**src/rtl/usb_rx_pkg.sv**
```systemverilog
// Shared types and constants for the full-speed USB receive packet controller.
package usb_rx_pkg;

   // Receive controller states
   typedef enum logic [2:0] {
      StIdle,
      StHunt,
      StData,
      StEop,
      StErr
   } rx_state_e;

   // Decoded SYNC as seen LSB-first in the hunt register: seven 0s then a 1
   localparam logic [7:0] SYNC_PAT    = 8'h80;
   // Run of 1s after which the transmitter inserts a stuffed 0
   localparam logic [2:0] STUFF_LIMIT = 3'd6;

   // PID byte layout: packet type in the low nibble, its complement in the high nibble
   localparam int unsigned PID_TYPE_LSB = 0;
   localparam int unsigned PID_CHK_LSB  = 4;
   localparam int unsigned PID_FIELD_W  = 4;

   // True when the check nibble is the bitwise complement of the type nibble
   function automatic logic pid_ok(input logic [7:0] pid);
      return pid[PID_TYPE_LSB +: PID_FIELD_W] == ~pid[PID_CHK_LSB +: PID_FIELD_W];
   endfunction

endpackage

```
**src/rtl/usb_rx_unstuff.sv**
```systemverilog
// Bit de-stuffing: tracks the run of consecutive 1s and decides, per recovered bit,
// whether the bit is data (bit_keep) or a stuff position carrying an illegal 1 (stuff_err).
module usb_rx_unstuff
   import usb_rx_pkg::*;
(
   input  logic clk,
   input  logic rst,
   input  logic clr,
   input  logic load,
   input  logic en,
   input  logic bit_vld,
   input  logic bit_in,
   output logic bit_keep,
   output logic stuff_err
);

   logic [2:0] ones_q;
   logic [2:0] ones_d;
   logic       at_limit;
   logic       live;

   // Keep/drop decision and next ones count
   always_comb begin
      at_limit  = (ones_q == STUFF_LIMIT);
      live      = bit_vld & en;
      bit_keep  = live & ~at_limit;
      stuff_err = live & at_limit & bit_in;
      ones_d    = ones_q;
      if (clr) begin
         ones_d = 3'd0;
      end else if (load) begin
         // The final 1 of SYNC already counts toward the run
         ones_d = 3'd1;
      end else if (live) begin
         ones_d = (at_limit || !bit_in) ? 3'd0 : ones_q + 3'd1;
      end
   end

   // Ones-run counter
   always_ff @(posedge clk or negedge rst) begin
      if (!rst) begin
         ones_q <= 3'd0;
      end else begin
         ones_q <= ones_d;
      end
   end

endmodule

```
**src/rtl/usb_rx_ctrl.sv**
```systemverilog
// USB full-speed receive packet controller: SYNC hunt, de-stuffing, LSB-first byte
// assembly, EOP detection and sticky per-packet framing error flags.
// Optional feature macro: USB_RX_PID_CHECK_EN enables the first-byte PID check driving pid_err;
// without it pid_err is held at 0.
module usb_rx_ctrl
   import usb_rx_pkg::*;
#(
   parameter int unsigned MAX_BYTES = 64,
   parameter int unsigned CNT_W     = $clog2(MAX_BYTES + 1)
) (
   input  logic             clk,
   input  logic             rst,
   input  logic             rx_en,
   input  logic             bit_vld,
   input  logic             bit_in,
   input  logic             se0,
   output logic             rx_active,
   output logic             pkt_start,
   output logic [7:0]       data_out,
   output logic             data_vld,
   output logic [CNT_W-1:0] byte_cnt,
   output logic             pkt_end,
   output logic             err_stuff,
   output logic             err_align,
   output logic             err_ovf,
   output logic             pid_err
);

   localparam logic [CNT_W-1:0] MAX_CNT = CNT_W'(MAX_BYTES);

   rx_state_e  state;
   // Only the upper seven bits of each shift register are ever read back
   logic [6:0] hunt_sr;
   logic [6:0] byte_sr;
   logic [2:0] bit_cnt;
   logic [7:0] hunt_nxt;
   logic [7:0] byte_nxt;
   logic       sync_hit;
   logic       data_en;
   logic       bit_keep;
   logic       stuff_err;
   logic       byte_done;

   // Candidate shift-register values and qualified events for this bit time
   always_comb begin
      hunt_nxt  = {bit_in, hunt_sr};
      byte_nxt  = {bit_in, byte_sr};
      sync_hit  = rx_en & bit_vld & ~se0 & (state == StHunt) & (hunt_nxt == SYNC_PAT);
      data_en   = rx_en & ~se0 & (state == StData);
      byte_done = bit_keep & (bit_cnt == 3'd7);
   end

   usb_rx_unstuff u_unstuff (
      .clk       (clk),
      .rst       (rst),
      .clr       (~rx_en),
      .load      (sync_hit),
      .en        (data_en),
      .bit_vld   (bit_vld),
      .bit_in    (bit_in),
      .bit_keep  (bit_keep),
      .stuff_err (stuff_err)
   );

   // Receive FSM with registered outputs
   always_ff @(posedge clk or negedge rst) begin
      if (!rst) begin
         state     <= StIdle;
         hunt_sr   <= 7'h00;
         byte_sr   <= 7'h00;
         bit_cnt   <= 3'd0;
         rx_active <= 1'b0;
         pkt_start <= 1'b0;
         data_out  <= 8'h00;
         data_vld  <= 1'b0;
         byte_cnt  <= '0;
         pkt_end   <= 1'b0;
         err_stuff <= 1'b0;
         err_align <= 1'b0;
         err_ovf   <= 1'b0;
      end else begin
         pkt_start <= 1'b0;
         data_vld  <= 1'b0;
         pkt_end   <= 1'b0;
         if (!rx_en) begin
            // Abort: no pkt_end, partial byte dropped
            state     <= StIdle;
            rx_active <= 1'b0;
            bit_cnt   <= 3'd0;
            hunt_sr   <= 7'h7f;
         end else begin
            // Hunt register restarts from idle-line J whenever we are not hunting
            if (state != StHunt) begin
               hunt_sr <= 7'h7f;
            end
            if (bit_vld) begin
               unique case (state)
                  StIdle: state <= StHunt;
                  StHunt: begin
                     if (se0) begin
                        hunt_sr <= 7'h7f;
                     end else if (sync_hit) begin
                        state     <= StData;
                        hunt_sr   <= 7'h7f;
                        pkt_start <= 1'b1;
                        rx_active <= 1'b1;
                        err_stuff <= 1'b0;
                        err_align <= 1'b0;
                        err_ovf   <= 1'b0;
                        byte_cnt  <= '0;
                        bit_cnt   <= 3'd0;
                     end else begin
                        hunt_sr <= hunt_nxt[7:1];
                     end
                  end
                  StData: begin
                     if (se0) begin
                        state <= StEop;
                        if (bit_cnt != 3'd0) begin
                           err_align <= 1'b1;
                        end
                     end else if (stuff_err) begin
                        err_stuff <= 1'b1;
                        state     <= StErr;
                     end else if (bit_keep) begin
                        byte_sr <= byte_nxt[7:1];
                        if (byte_done) begin
                           bit_cnt <= 3'd0;
                           if (byte_cnt == MAX_CNT) begin
                              err_ovf <= 1'b1;
                              state   <= StErr;
                           end else begin
                              data_out <= byte_nxt;
                              data_vld <= 1'b1;
                              byte_cnt <= byte_cnt + 1'b1;
                           end
                        end else begin
                           bit_cnt <= bit_cnt + 3'd1;
                        end
                     end
                  end
                  StEop: begin
                     if (!se0) begin
                        pkt_end   <= 1'b1;
                        rx_active <= 1'b0;
                        state     <= StHunt;
                        // K instead of J after SE0 is a malformed EOP
                        if (!bit_in) begin
                           err_align <= 1'b1;
                        end
                     end
                  end
                  StErr: begin
                     // Remaining EOP handling (wait for J) is shared with StEop
                     if (se0) begin
                        state <= StEop;
                     end
                  end
                  default: state <= StIdle;
               endcase
            end
         end
      end
   end

`ifdef USB_RX_PID_CHECK_EN
   // PID flag: cleared at SYNC, set alongside the first byte's data_vld when it fails the check
   always_ff @(posedge clk or negedge rst) begin
      if (!rst) begin
         pid_err <= 1'b0;
      end else if (sync_hit) begin
         pid_err <= 1'b0;
      end else if (byte_done && byte_cnt == '0 && !pid_ok(byte_nxt)) begin
         pid_err <= 1'b1;
      end
   end
`else
   assign pid_err = 1'b0;
`endif

endmodule
```
**config.mk**
```make
export PLATFORM = sky130hd
export DESIGN_NAME = usb_rx_ctrl
export DESIGN_NICKNAME = d
export VERILOG_FILES = /design/src/rtl/usb_rx_pkg.sv /design/src/rtl/usb_rx_unstuff.sv /design/src/rtl/usb_rx_ctrl.sv
export SDC_FILE = /design/constraint.sdc
export NUM_CORES = 1
export LEC_CHECK = 0
export BUFFER_PORTS_ARGS = -buffer_cell sky130_fd_sc_hd__clkbuf_2
export CORE_MARGIN = 2
export CORE_UTILIZATION = 45
export CTS_CLUSTER_SIZE = 20
export DETAILED_ROUTE_END_ITERATION = 10
export MAX_ROUTING_LAYER = met4
export PLACE_DENSITY = 0.77
export SYNTH_ARGS = -nofsm -noshare
export SYNTH_HDL_FRONTEND = slang
export SYNTH_SLANG_ARGS = --single-unit
export TNS_END_PERCENT = 30
```
**constraint.sdc**
```tcl
create_clock -name clk -period 2.15 [get_ports clk]
set_clock_uncertainty 0.05 [all_clocks]
set_input_delay 0.215 -clock clk [delete_from_list [all_inputs] [get_ports clk]]
set_output_delay 0.215 -clock clk [all_outputs]
set_load 0.005 [all_outputs]
```
# [After elaboration in Yosys (flattened, before gate mapping)]
# Cells that the tools add are included.
# Widths: inputs -> output; s select.
[totals] inputBits=6 ff_bits=45 elab_cells=161 output_inout_bits=23
[op_classes] bitwise_logic=15 n_eq_ne=36 n_reduce_logical=15 n_addsub=3 mux=78
[op_table] op="$mux 7" count=13
[op_table] op="$mux 3" count=23
[op_table] op="$mux 1" count=35
[op_table] op="$ne 2x2->1 const B" count=11
[op_table] op="$ne 3x3->1 const B" count=7
[op_table] op="$reduce_and 10->1" count=2
[op_table] op="$reduce_and 8->1" count=2
[op_table] op="$pmux 3 s5" count=1
[op_table] op="$pmux 7 s2" count=1
[op_table] op="$reduce_and 7->1" count=2
[op_table] op="$ne 3x1->1 const B" count=4
[op_table] op="$and 1x1->1" count=11
[op_table] op="$ne 5x5->1 const B" count=2
[op_table] op="$eq 3x3->1 const B" count=3
[op_table] op="$reduce_and 9->1" count=1
[op_table] op="$eq 8x8->1 const B" count=1
[op_table] op="$add 7x1->7 const B" count=1
[op_table] op="$eq 7x7->1 const B" count=1
[op_table] op="$add 3x1->3 const B" count=2
[op_table] op="$eq 3x2->1 const B" count=2
[op_table] op="$ne 2x1->1 const B" count=3
[op_table] op="$pmux 1 s2" count=3
[op_table] op="$pmux 3 s2" count=1
[op_table] op="$reduce_and 6->1" count=1
[op_table] op="10 further kinds" count=14

# [Longest topological paths before layout]
# Gate-level depths: netlist of the first run.
[logic_depth] word_depth=13 ltp_mapped=7 ltp_nobuf=7

# [By module]
# From an unflattened synthesis of the first run, not the netlist that was laid out.
[unflattened] hier_cells=223 area_unflattened_um2=2408.6
[modules_own_cells] module="usb_rx_ctrl" area_each_um2=2209.6 cells_each=200 seq_area_each_um2=1051.0 n_inst=1
[modules_own_cells] module="usb_rx_unstuff" area_each_um2=198.9 cells_each=23 seq_area_each_um2=75.1 n_inst=1

# [Worst setup path after synthesis of the first run]
# No wires, ideal clock.
[synth_timing] path_type="flip-flop to flip-flop" start="register hunt_sr[1]" end="register state[2]" path_stages_with_launch=6 path_slack_ps=139 t_required_ps=1972 t_arrival_ps=1833 setup_ps=128 period_less_slack_ps=2011 n_path_buf=0 path_cell_list="dfrtp_1 > or4b_2 > nor3_1 > o21a_2 > o211ai_1 > mux2_1"
[synth_between] elab_chain_cells=4
[synth_rtl] item="start: declaration" line_no="usb_rx_ctrl.sv:33" text="logic [6:0] hunt_sr;"
[synth_rtl] item="start signal: assignment" line_no="usb_rx_ctrl.sv:113" text="hunt_sr <= hunt_nxt[7:1];"
[synth_rtl] item="$eq 8x8->1" line_no="usb_rx_ctrl.sv:48" text="sync_hit = rx_en & bit_vld & ~se0 & (state == StHunt) & (hunt_nxt == SYNC_PAT);"
[synth_rtl] item="$and 1x1->1" line_no="usb_rx_ctrl.sv:48"
[synth_rtl] item="$ne 3x3->1 (no source line)"
[synth_rtl] item="$reduce_and 8->1 (no source line)"
[synth_rtl] item="end signal: assignment" line_no="usb_rx_ctrl.sv:68" text="state <= StIdle;"
[synth_rtl] item="end signal: assignment" line_no="usb_rx_ctrl.sv:87" text="state <= StIdle;"
[synth_rtl] item="end signal: assignment" line_no="usb_rx_ctrl.sv:98" text="StIdle: state <= StHunt;"
[synth_rtl] item="end: declaration" line_no="usb_rx_ctrl.sv:31" text="rx_state_e state;"
# No other way between the ends.
# A chain may end at the register's enable or synchronous reset.

# [Worst setup path after layout of the first run]
[layout_timing] start="register hunt_sr[6]" end="register byte_cnt[3]"
[layout_between] elab_chain_cells=4
[layout_rtl] item="$eq 8x8->1" line_no="usb_rx_ctrl.sv:48"
[layout_rtl] item="$and 1x1->1" line_no="usb_rx_ctrl.sv:48"
[layout_rtl] item="$ne 2x2->1 (no source line)"
[layout_rtl] item="$reduce_and 10->1 (no source line)"
[layout_rtl] item="end signal: assignment" line_no="usb_rx_ctrl.sv:135" text="byte_cnt <= byte_cnt + 1'b1;"
[layout_rtl] item="end: declaration" line_no="usb_rx_ctrl.sv:21" text="output logic [CNT_W-1:0] byte_cnt,"
# No other way between the ends.

==> flow_summary.ini, run 1 <==
[timing]
fmaxAchievable_mhz = 478.4
finalSetupViolations = 0
worst_slew_pin_slew_ns = 0.5585
part_of_the_cycle_the_worst_path_needs_pct = 97.22
fin_worst_hold_slack_ns = 0.2296
final-hold-violation-count = 0
final.min_clock_period_ns = 2.090
final.setup.worst_slack_ns = 0.05974
maxSlewHeadroom_pct = 62.77
timing.final.max_slew_violations = 0

[logic_synthesis]
synth_ff_type = sky130_fd_sc_hd__dfrtp_1
postSynthRegisterBits = 45
synthTopCellsByArea = sky130_fd_sc_hd__dfrtp_1 (48%), sky130_fd_sc_hd__mux2_2 (6.7%), sky130_fd_sc_hd__ha_1 (3.7%)
postSynthCellCount = 217
yosys.area.top_type_share_pct = 47.75
synth.cells.most_frequent = sky130_fd_sc_hd__dfrtp_1 (45), sky130_fd_sc_hd__nand2_1 (16), sky130_fd_sc_hd__mux2_2 (14)
netlist.top_cell.by_area = sky130_fd_sc_hd__dfrtp_1
sequential_element_share_of_the_synthesized_area_pct = 47.75
postSynth.asyncResetShare_pct = 100.0
synth.most_common_cell = sky130_fd_sc_hd__dfrtp_1
syn-num-nets = 230
synth_enable_flop_cells = 0
number_of_distinct_library_cells_after_synthesis = 55
synth.avg_cell_area_um2 = 10.87
synthesis.area_um2 = 2359
synth_warn = 0

[layout]
final-seq-area_um2 = 1130
filler_cell_count = 445
drive_gt1_share_pct = 35.09
post-route-cell-area_um2 = 2825
antenna_cells = 0
area_growth_pct = 19.79
num-nets-final = 277
multi_input_comb_area_um2 = 1174

[clocking]
cts.root.buffer_cell = sky130_fd_sc_hd__clkbuf_8
cts_max_level = 2
cts-root-to-sink-buffers = 2
clk_latency_ns = 0.30
cts-buffers-inserted = 5
clock_sinks = 45
tritoncts = yes
clock_transition_at_the_registers_of_the_reported_paths_ns = 0.09

[floorplan]
die-height_um = 76.40
initial_utilization_pct = 46.47
die_width_um = 76.40
die_area_um2 = 5836
placeableCoreArea_um2 = 5075
boundaryPins = 29
fp-row-count = 26

[worst_setup_path]
critical_setup_path_kind = reg -> reg
timing.rr.end = byte_cnt[3]
rrSetupSlack_ns = 0.06
critical_path.reg2reg.startpoint = hunt_sr[6]
r2r.worst_path.cells = 5
critPathCaptureType = flop
critPathRequiredTime_ns = 2.33
path_cells = nor4_4 -> a21oi_4 -> or4_4 -> or3_1 -> a21oi_1
critical_path.max_fanout = 6
cp-start-kind = flop
max_stage_delay_ns = 0.55
crit_arrival_ns = 2.27
critPathSlowestCell = sky130_fd_sc_hd__or4_4

[drt]
wirelength_mm = 5.061
final_antenna_net_count = 0
dr.first_iter.drc_count = 170
dr_total_vias = 1888
routed_via_density = 5.636
avgRoutedWirePerCell_um = 15.11
drt_pre_antenna_iters = 5
remaining_drc_errors = 0

[global_route]
globalRouteOverflowTotal = 0
grt_pass1_vias = 1833
grt_antenna_before_repair = 0
global_route_wire_length_before_repair_mm = 8.562
global_routing_usage_summed_across_all_routing_layers_pct = 18.81
grt_max_degree = 46

[job]
max-cap-violations = 0

[pwr]
power_density_over_cell_area_nw_per_um2 = 757.6
power_leakage_nw = 1.312
report.power.total_mw = 2.140
vdd.ir_drop.worst_mv = 0.3913

[placed_design]
detailed_place_hpwl_mm = 3.544
dpl_worst_slack_ns = 0.04274
port_buffers = 27
post_dp_cell_area_um2 = 2666
finalWeightedCongestion = 0.9288

[run_status]
outcome = finished, final reports clean

[min_path]
hold_depth = 3
min_to = bit_cnt[2]
hp-class = in -> reg
worst_hold_startpoint = rx_en
## critical path, delay by kind of cell, from the launching register on
kind	cells	cell delay [ns]
AO/OA/AOI/OAI	2	0.26
AND/OR/NAND/NOR	3	1.26
flip-flops	1	0.44
## area by class of cell
type / instances / area share [%]
Clock buffer: 5 / 2.436
Clock inverter: 3 / 0.7529
Inverter: 11 / 1.461
Multi-Input combinational cell: 152 / 41.54
Sequential cell: 45 / 39.99
Tap cell: 70 / 3.100
Timing Repair Buffer: 49 / 10.72
## repair_timing
item | in CTS | in global routing
setup buffers | 0 | 2
resized for setup | 0 | 12
hold endpoints to repair | 45 | 0
hold buffers | 1 | 0
setup endpoints to repair | 0 | 7
## worst max-delay path by stage
stage | depth (start not counted) | slack (ns) | start | endpoint
finish | 5 | 0.06 | hunt_sr[6] | byte_cnt[3]
global route | 5 | -0.06 | byte_cnt[3] | state[2]
CTS | 5 | 0.01 | hunt_sr[2] | byte_cnt[4]
detailed placement | 5 | 0.04 | hunt_sr[2] | byte_cnt[4]
global placement | 5 | 0.06 | hunt_sr[1] | state[2]
floorplan | 5 | 0.14 | hunt_sr[1] | state[2]
## per-stage QoR
stage,instances,setup TNS [ns],utilization (%)
6_report,335,0,55.67
5_1_grt,335,-0.1883,55.67
4_1_cts,333,0,54.51
3_5_place_dp,324,0,52.54
3_3_place_gp,324,0,52.54
2_1_floorplan,217,0,-
## kinds of logic after synthesis
group | Yosys count | synth area share (%)
xor+xnor | 1 | 0.3714
fa+ha+maj | 7 | 3.713
flops | 45 | 47.75
simple gates | 77 | 20.64
mux | 19 | 9.071
compound gates | 47 | 14.11
buf+inv | 20 | 4.191
other cells | 1 | 0.1590
## power by group
| part | leakage [nW] | internal (mW) | switching, mW | total [mW] |
|---|---|---|---|---|
| clock | 0.0445 | 0.231 | 0.302 | 0.532 |
| combinational | 0.688 | 0.280 | 0.327 | 0.608 |
| sequential | 0.580 | 0.925 | 0.0751 | 1.00 |
## layout by cell type (no fill, tap or decap), types with 2 or more instances in the layout
| cell type | Yosys | routed |
|---|---|---|
| sky130_fd_sc_hd__a22o_1 | 2 | 2 |
| sky130_fd_sc_hd__or3_1 | 4 | 3 |
| sky130_fd_sc_hd__o22ai_1 | 2 | 2 |
| sky130_fd_sc_hd__dfrtp_1 | 45 | 42 |
| sky130_fd_sc_hd__a21o_1 | 3 | 3 |
| sky130_fd_sc_hd__o21ai_0 | 12 | 12 |
| sky130_fd_sc_hd__nand2_1 | 16 | 16 |
| sky130_fd_sc_hd__or4_4 | 1 | 4 |
| sky130_fd_sc_hd__a31oi_1 | 2 | 2 |
| sky130_fd_sc_hd__nor2_1 | 10 | 10 |
| sky130_fd_sc_hd__mux2_2 | 14 | 14 |
| sky130_fd_sc_hd__a21oi_1 | 10 | 8 |
| sky130_fd_sc_hd__nand4_1 | 5 | 5 |
| sky130_fd_sc_hd__o31ai_1 | 2 | 2 |
| sky130_fd_sc_hd__o22a_1 | 6 | 6 |
| sky130_fd_sc_hd__nand2b_1 | 3 | 3 |
| sky130_fd_sc_hd__ha_1 | 7 | 7 |
| sky130_fd_sc_hd__inv_1 | 10 | 10 |
| sky130_fd_sc_hd__or4_1 | 5 | 2 |
| sky130_fd_sc_hd__nor4_1 | 3 | 3 |
| sky130_fd_sc_hd__and3_1 | 4 | 4 |
| sky130_fd_sc_hd__dfrtp_2 | 0 | 3 |
| sky130_fd_sc_hd__buf_4 | 4 | 21 |
| sky130_fd_sc_hd__mux2i_1 | 3 | 3 |
| sky130_fd_sc_hd__clkbuf_8 | 0 | 5 |
| sky130_fd_sc_hd__nor2b_1 | 2 | 2 |
| sky130_fd_sc_hd__nor3b_1 | 3 | 3 |
| sky130_fd_sc_hd__nand3_1 | 7 | 7 |
| sky130_fd_sc_hd__clkbuf_2 | 0 | 27 |
## sequential cells by signal, indices dropped and copies added, names as in the netlist
name and count:
state 3, data_vld 1, hunt_sr 7, err_stuff 1
err_align 1, pkt_end 1, data_out 8, bit_cnt 3
pkt_start 1, byte_sr 7, err_ovf 1, rx_active 1
byte_cnt 7, u_unstuff.ones_q 3
## routing by layer
metal  wire length (um)  track usage (%)
met1               2269            24.77
met2               2391            28.32
met3                321            3.791
met4                 80            8.364
met5                  0                -
No activity file was read; power rests on OpenSTA's default activity.
==> run 2, diff against run 1 <==
- ABC_AREA: not set -> 1
==> run 2 against run 1 <==
Effect of this change: maximum frequency is 8.3% higher; critical path depth is 5 higher; global-route usage is 0.40 points lower; non-clock buffer count is 18 lower; die area is 1.3% higher; sequential share of layout area is 1.6 points higher; critical path type unchanged; largest cell class is now sequential cells.
==> flow_summary.ini, run 2 <==
[layout]
num-nets-final = 332
layout.cells.most_common_list = sky130_fd_sc_hd__nand2_1 (69), sky130_fd_sc_hd__dfrtp_1 (45), sky130_fd_sc_hd__nor2_1 (32)
antenna_cells = 0
largest_reg_flops = 8
final_core_utilization_pct = 53.06
top_register_by_number_of_flip_flops = data_out
area_growth_pct = 13.40
drive_gt1_share_pct = 18.75
final-instance-count-excl-fill = 390
post-route-cell-area_um2 = 2710
layout.cells.most_common = sky130_fd_sc_hd__nand2_1

[min_path]
hp-class = in -> reg
hold_depth = 3

[logic_synthesis]
postSynth.asyncResetShare_pct = 100.0
synth.avg_cell_area_um2 = 8.327
netlist.top_cell.by_area = sky130_fd_sc_hd__dfrtp_1
number_of_distinct_library_cells_after_synthesis = 35
syn-num-nets = 300
synth_ff_type = sky130_fd_sc_hd__dfrtp_1
synth_warn = 0
synthesis.area_um2 = 2390
synth_enable_flop_cells = 0
yosys.area.top_type_share_pct = 47.12
synthTopCellsByArea = sky130_fd_sc_hd__dfrtp_1 (47%), sky130_fd_sc_hd__nand2_1 (11%), sky130_fd_sc_hd__nor2_1 (5.0%)
postSynthCellCount = 287
synth.cells.most_frequent = sky130_fd_sc_hd__nand2_1 (69), sky130_fd_sc_hd__dfrtp_1 (45), sky130_fd_sc_hd__nor2_1 (32)
synth.most_common_cell = sky130_fd_sc_hd__nand2_1
postSynthRegisterBits = 45
sequential_element_share_of_the_synthesized_area_pct = 47.12

[pwr]
power_density_over_cell_area_nw_per_um2 = 1023
switching_power_mw = 1.081
seq_power_share_pct = 42.2
cellInternalPower_mw = 1.691
vdd.ir_drop.worst_mv = 0.3245
share_comb_of_total_power_pct = 34.5
power_leakage_nw = 1.329
switching_share_pct = 39.00
clock_power_share_pct = 23.3

[timing]
final-hold-violation-count = 0
final.min_clock_period_ns = 1.931
fmaxAchievable_mhz = 518.0
fin_tns_setup_ns = 0
timing.final.max_slew_violations = 0
part_of_the_cycle_the_worst_path_needs_pct = 89.79
rsz0062_at_grt = no
finalSetupViolations = 0

[global_route]
global_routing_usage_summed_across_all_routing_layers_pct = 18.41
globalRouteOverflowTotal = 0
grt_pass1_vias = 1853
grt_max_degree = 32
global_route_wire_length_before_repair_mm = 8.459
grt_antenna_before_repair = 0

[floorplan]
boundaryPins = 29
die_width_um = 76.88
die-height_um = 76.88
fp-row-count = 26
die_area_um2 = 5910
placeableCoreArea_um2 = 5107
initial_utilization_pct = 46.79

[placed_design]
port_buffers = 27
post_dp_cell_area_um2 = 2589
dpl_cells = 381
finalWeightedCongestion = 0.9567
detailed_place_hpwl_mm = 3.665

[clocking]
cts-buffers-inserted = 5
tritoncts = yes
post-cts-setup-buffers = 0
cts.hold.buffers_added = 1
cts_max_level = 2
clock_sinks = 45
clock_transition_at_the_registers_of_the_reported_paths_ns = 0.09
clk_latency_ns = 0.30
cts.root.buffer_cell = sky130_fd_sc_hd__clkbuf_8
post_cts_resize_count = 0
cts-root-to-sink-buffers = 2

[drt]
remaining_drc_errors = 0
dr_total_vias = 2046
routed_via_density = 5.246
wirelength_mm = 4.951
dr.first_iter.drc_count = 177
avgRoutedWirePerCell_um = 12.69
drt_pre_antenna_iters = 4
final_antenna_net_count = 0

[worst_setup_path]
cp-start-kind = flop
r2r.worst_path.cells = 10
critPathCaptureType = flop
critical_setup_path_kind = reg -> reg
crit_arrival_ns = 2.08
critPathRequiredTime_ns = 2.30
critical_path.max_fanout = 11

[run_status]
outcome = finished, final reports clean

[job]
max-cap-violations = 0
-- run 2: cell count changes after synthesis, moves of 6 or more --
| cell | before | now |
|---|---|---|
| sky130_fd_sc_hd__nand2_2 | 0 | 6 |
| sky130_fd_sc_hd__mux2_2 | 14 | 0 |
| sky130_fd_sc_hd__nor2_1 | 10 | 32 |
| sky130_fd_sc_hd__o21ai_1 | 0 | 7 |
| sky130_fd_sc_hd__inv_1 | 10 | 26 |
| sky130_fd_sc_hd__nand3_1 | 7 | 19 |
| sky130_fd_sc_hd__o22a_1 | 6 | 0 |
| sky130_fd_sc_hd__nand2_1 | 16 | 69 |
-- run 2: per-stage QoR --
| step | setup slack, ns | power [mW] | hold slack, ns |
|---|---|---|---|
| 6_report | 0.2195 | 2.772 | 0.1863 |
| 3_3_place_gp | 0.2875 | 2.109 | 0.09879 |
| 2_1_floorplan | 0.5672 | 1.864 | -0.1306 |
| 3_5_place_dp | 0.2308 | 2.130 | 0.1028 |
| 5_1_grt | 0.04495 | 2.961 | 0.2040 |
| 4_1_cts | 0.2284 | 2.780 | 0.1706 |
-- run 2: worst paths after layout --
check	end	slack [ns]	from
max	data_out[2]	0.22	u_unstuff.ones_q[0]
min	data_out[7]	0.19	bit_in
max reg2reg	data_out[2]	0.22	u_unstuff.ones_q[0]
min reg2reg	rx_active	0.42	rx_active
max in group asynchronous	u_unstuff.ones_q[1]	1.05	rst
min in group asynchronous	pkt_end	0.30	rst
-- run 2: power groups by stage --
stage / Clock (mW) / Combinational (mW) / Sequential [mW]
2_1_floorplan: 0 / 0.703 / 1.16
3_3_place_gp: 0 / 0.928 / 1.18
4_1_cts: 0.658 / 0.954 / 1.17
5_1_grt: 0.690 / 1.08 / 1.19
6_report: 0.647 / 0.956 / 1.17
3_5_place_dp: 0 / 0.949 / 1.18
-- run 2: metal layers --
metal / track usage [%] / share of wire, % / up-vias
met5: - / 0 / -
met4: 7.818 / 2.5 / 0
met3: 3.765 / 7.0 / 18
met2: 28.51 / 46 / 73
met1: 23.57 / 44 / 957
li1: - / - / 998
-- run 2: area by class of cell --
| class | instances | area, um2 |
|---|---|---|
| clock buffers | 6 | 72.57 |
| repair buffers | 31 | 167.7 |
| flip-flops and latches | 45 | 1126 |
| well taps | 70 | 87.58 |
| fillers | 484 | 2397 |
| multi-input cells | 207 | 1109 |
| inverters | 29 | 108.9 |
| clock inverters | 2 | 38.79 |
-- run 2: cell families after synthesis --
kind of cell	count (synthesis)	synth area share (%)
other cells	1	0.1569
flops	45	47.12
simple gates	154	30.84
buf+inv	35	6.492
compound gates	40	9.896
xor+xnor	5	1.833
fa+ha+maj	7	3.665
-- run 2: worst max-delay path, stage by stage (launching register included) --
cell                      delay [ns]
sky130_fd_sc_hd__dfrtp_1        0.40
sky130_fd_sc_hd__inv_1          0.06
sky130_fd_sc_hd__ha_1           0.18
sky130_fd_sc_hd__nand2_1        0.22
sky130_fd_sc_hd__a31oi_2        0.17
sky130_fd_sc_hd__inv_1          0.12
sky130_fd_sc_hd__nand2_2        0.08
sky130_fd_sc_hd__nor2_4         0.21
sky130_fd_sc_hd__nand2_2        0.19
sky130_fd_sc_hd__nand2_1        0.10
sky130_fd_sc_hd__nand2_1        0.05
==> run 3, diff against run 2 <==
- CORE_ASPECT_RATIO: not set -> 0.9
==> run 3 against run 2 <==
Effect of this change: worst setup slack lost 0.022 ns; maximum frequency shrank 1.1%; sequential cell count unchanged; via count decreased by 5.3%; critical endpoint is now data_out[6]; final cell count decreased by 0.51%; combinational power grew 0.8%.
==> flow_summary.ini, run 3 (synthesis gave the netlist of run 2 again) <==
[layout]
final-instance-count-excl-fill = 388
area_growth_pct = 12.93
final_core_utilization_pct = 51.98
layout.cells.most_common_list = sky130_fd_sc_hd__nand2_1 (69), sky130_fd_sc_hd__dfrtp_1 (45), sky130_fd_sc_hd__nor2_1 (32)
layout.cells.most_common = sky130_fd_sc_hd__nand2_1
top_register_by_number_of_flip_flops = data_out
filler_cell_count = 511
antenna_cells = 0
drive_gt1_share_pct = 19.31
post-route-cell-area_um2 = 2699
largest_reg_flops = 8
num-nets-final = 333

[drt]
final_antenna_net_count = 0
wirelength_mm = 4.875
drt_pre_antenna_iters = 4
dr.first_iter.drc_count = 176
routed_via_density = 4.995
remaining_drc_errors = 0
avgRoutedWirePerCell_um = 12.56
dr_total_vias = 1938

[timing]
final.min_clock_period_ns = 1.952
maxSlewHeadroom_pct = 51.71
timing.final.max_slew_violations = 0
fin_worst_hold_slack_ns = 0.1622
final-hold-violation-count = 0
finalSetupViolations = 0
fmaxAchievable_mhz = 512.2
part_of_the_cycle_the_worst_path_needs_pct = 90.80
worst_slew_pin_slew_ns = 0.7244
fin_tns_setup_ns = 0
rsz0062_at_grt = no

[global_route]
grt_max_degree = 32
grt_antenna_before_repair = 0
grt_pass1_vias = 1793
global_route_wire_length_before_repair_mm = 8.328
globalRouteOverflowTotal = 0
global_routing_usage_summed_across_all_routing_layers_pct = 18.62

[clocking]
clk_latency_ns = 0.30
post_cts_resize_count = 0
cts-root-to-sink-buffers = 2
clock_transition_at_the_registers_of_the_reported_paths_ns = 0.09
cts-buffers-inserted = 5
cts.root.buffer_cell = sky130_fd_sc_hd__clkbuf_8
cts_max_level = 2
tritoncts = yes
clock_sinks = 45

[worst_setup_path]
r2r.worst_path.cells = 10
cp-start-kind = flop
rrSetupSlack_ns = 0.20
crit_arrival_ns = 2.10
critical_setup_path_kind = reg -> reg
critical_path.max_fanout = 11
critPathCaptureType = flop
critical_path.reg2reg.startpoint = u_unstuff.ones_q[0]
critPathRequiredTime_ns = 2.30
cp-startpoint = u_unstuff.ones_q[0]

[placed_design]
post_dp_cell_area_um2 = 2592
dpl_cells = 379
finalWeightedCongestion = 0.8948
port_buffers = 27
detailed_place_hpwl_mm = 3.625

[run_status]
outcome = finished, final reports clean

[pwr]
power_density_over_cell_area_nw_per_um2 = 994.1
vdd.ir_drop.worst_mv = 0.3752
power_leakage_nw = 1.330

[min_path]
hp-class = in -> reg
worst_hold_startpoint = bit_in
hold_depth = 3

[floorplan]
die_area_um2 = 5910
boundaryPins = 29
die_width_um = 80.82
die-height_um = 73.14
fp-row-count = 25
initial_utilization_pct = 46.02
placeableCoreArea_um2 = 5192

[job]
max-cap-violations = 0
## run 3: cell count changes in the layout (fill, tap and decap cells not counted)
cell,delta
sky130_fd_sc_hd__clkbuf_8,+1
sky130_fd_sc_hd__clkinv_2,+1
sky130_fd_sc_hd__clkbuf_1,-1
sky130_fd_sc_hd__bufinv_16,-1
sky130_fd_sc_hd__buf_4,+1
## run 3: critical path: stages, from the launching register on
cell and delay, ns:
sky130_fd_sc_hd__dfrtp_1 0.39, sky130_fd_sc_hd__inv_1 0.06, sky130_fd_sc_hd__ha_1 0.19, sky130_fd_sc_hd__nand2_1 0.23, sky130_fd_sc_hd__a31oi_2 0.18, sky130_fd_sc_hd__inv_1 0.13
sky130_fd_sc_hd__nand2_2 0.08, sky130_fd_sc_hd__nor2_4 0.21, sky130_fd_sc_hd__nand2_2 0.19, sky130_fd_sc_hd__nand2_1 0.10, sky130_fd_sc_hd__nand2_1 0.06
## run 3: final cells by class
cell class,instances,area (um2),area share (%)
clock inverters,2,13.76,0.5100
clock buffers,6,82.58,3.060
flip-flops and latches,45,1126,41.72
inverters,29,108.9,4.033
multi-input cells,207,1109,41.08
repair buffers,32,175.2,6.490
well taps,67,83.83,3.106
## run 3: routing by layer
layer	up-vias	GRT usage [%]	share of wire, %
li1	999	-	-
met1	896	25.69	48
met2	36	27.82	47
met3	7	4.579	3.7
met4	0	4.331	0.96
met5	-	-	0
## run 3: where the power goes
part | internal, mW | switching, mW | leakage, nW
Combinational | 0.329 | 0.635 | 0.722
Clock | 0.261 | 0.294 | 0.0512
Sequential | 1.02 | 0.147 | 0.556
## run 3: what timing repair did
action                                 4_1_cts  5_1_grt
endpoints found under the hold margin       29        0
hold buffers                                 1        0
buffers inserted                             0        0
## run 3: stage by stage
| step | power [mW] | setup slack [ns] |
|---|---|---|
| after CTS | 2.696 | 0.2025 |
| after detailed placement | 2.125 | 0.2395 |
| final | 2.683 | 0.1978 |
| after global routing | 2.895 | 0.0002789 |
| after global placement | 2.107 | 0.2927 |
| after floorplan | 1.864 | 0.5672 |
## run 3: final timing paths
kind,to
worst max-delay path,data_out[6]
worst min-delay path,data_out[7]
worst max register to register,data_out[6]
worst min register to register,rx_active
max in group asynchronous,hunt_sr[0]
min in group asynchronous,byte_cnt[6]
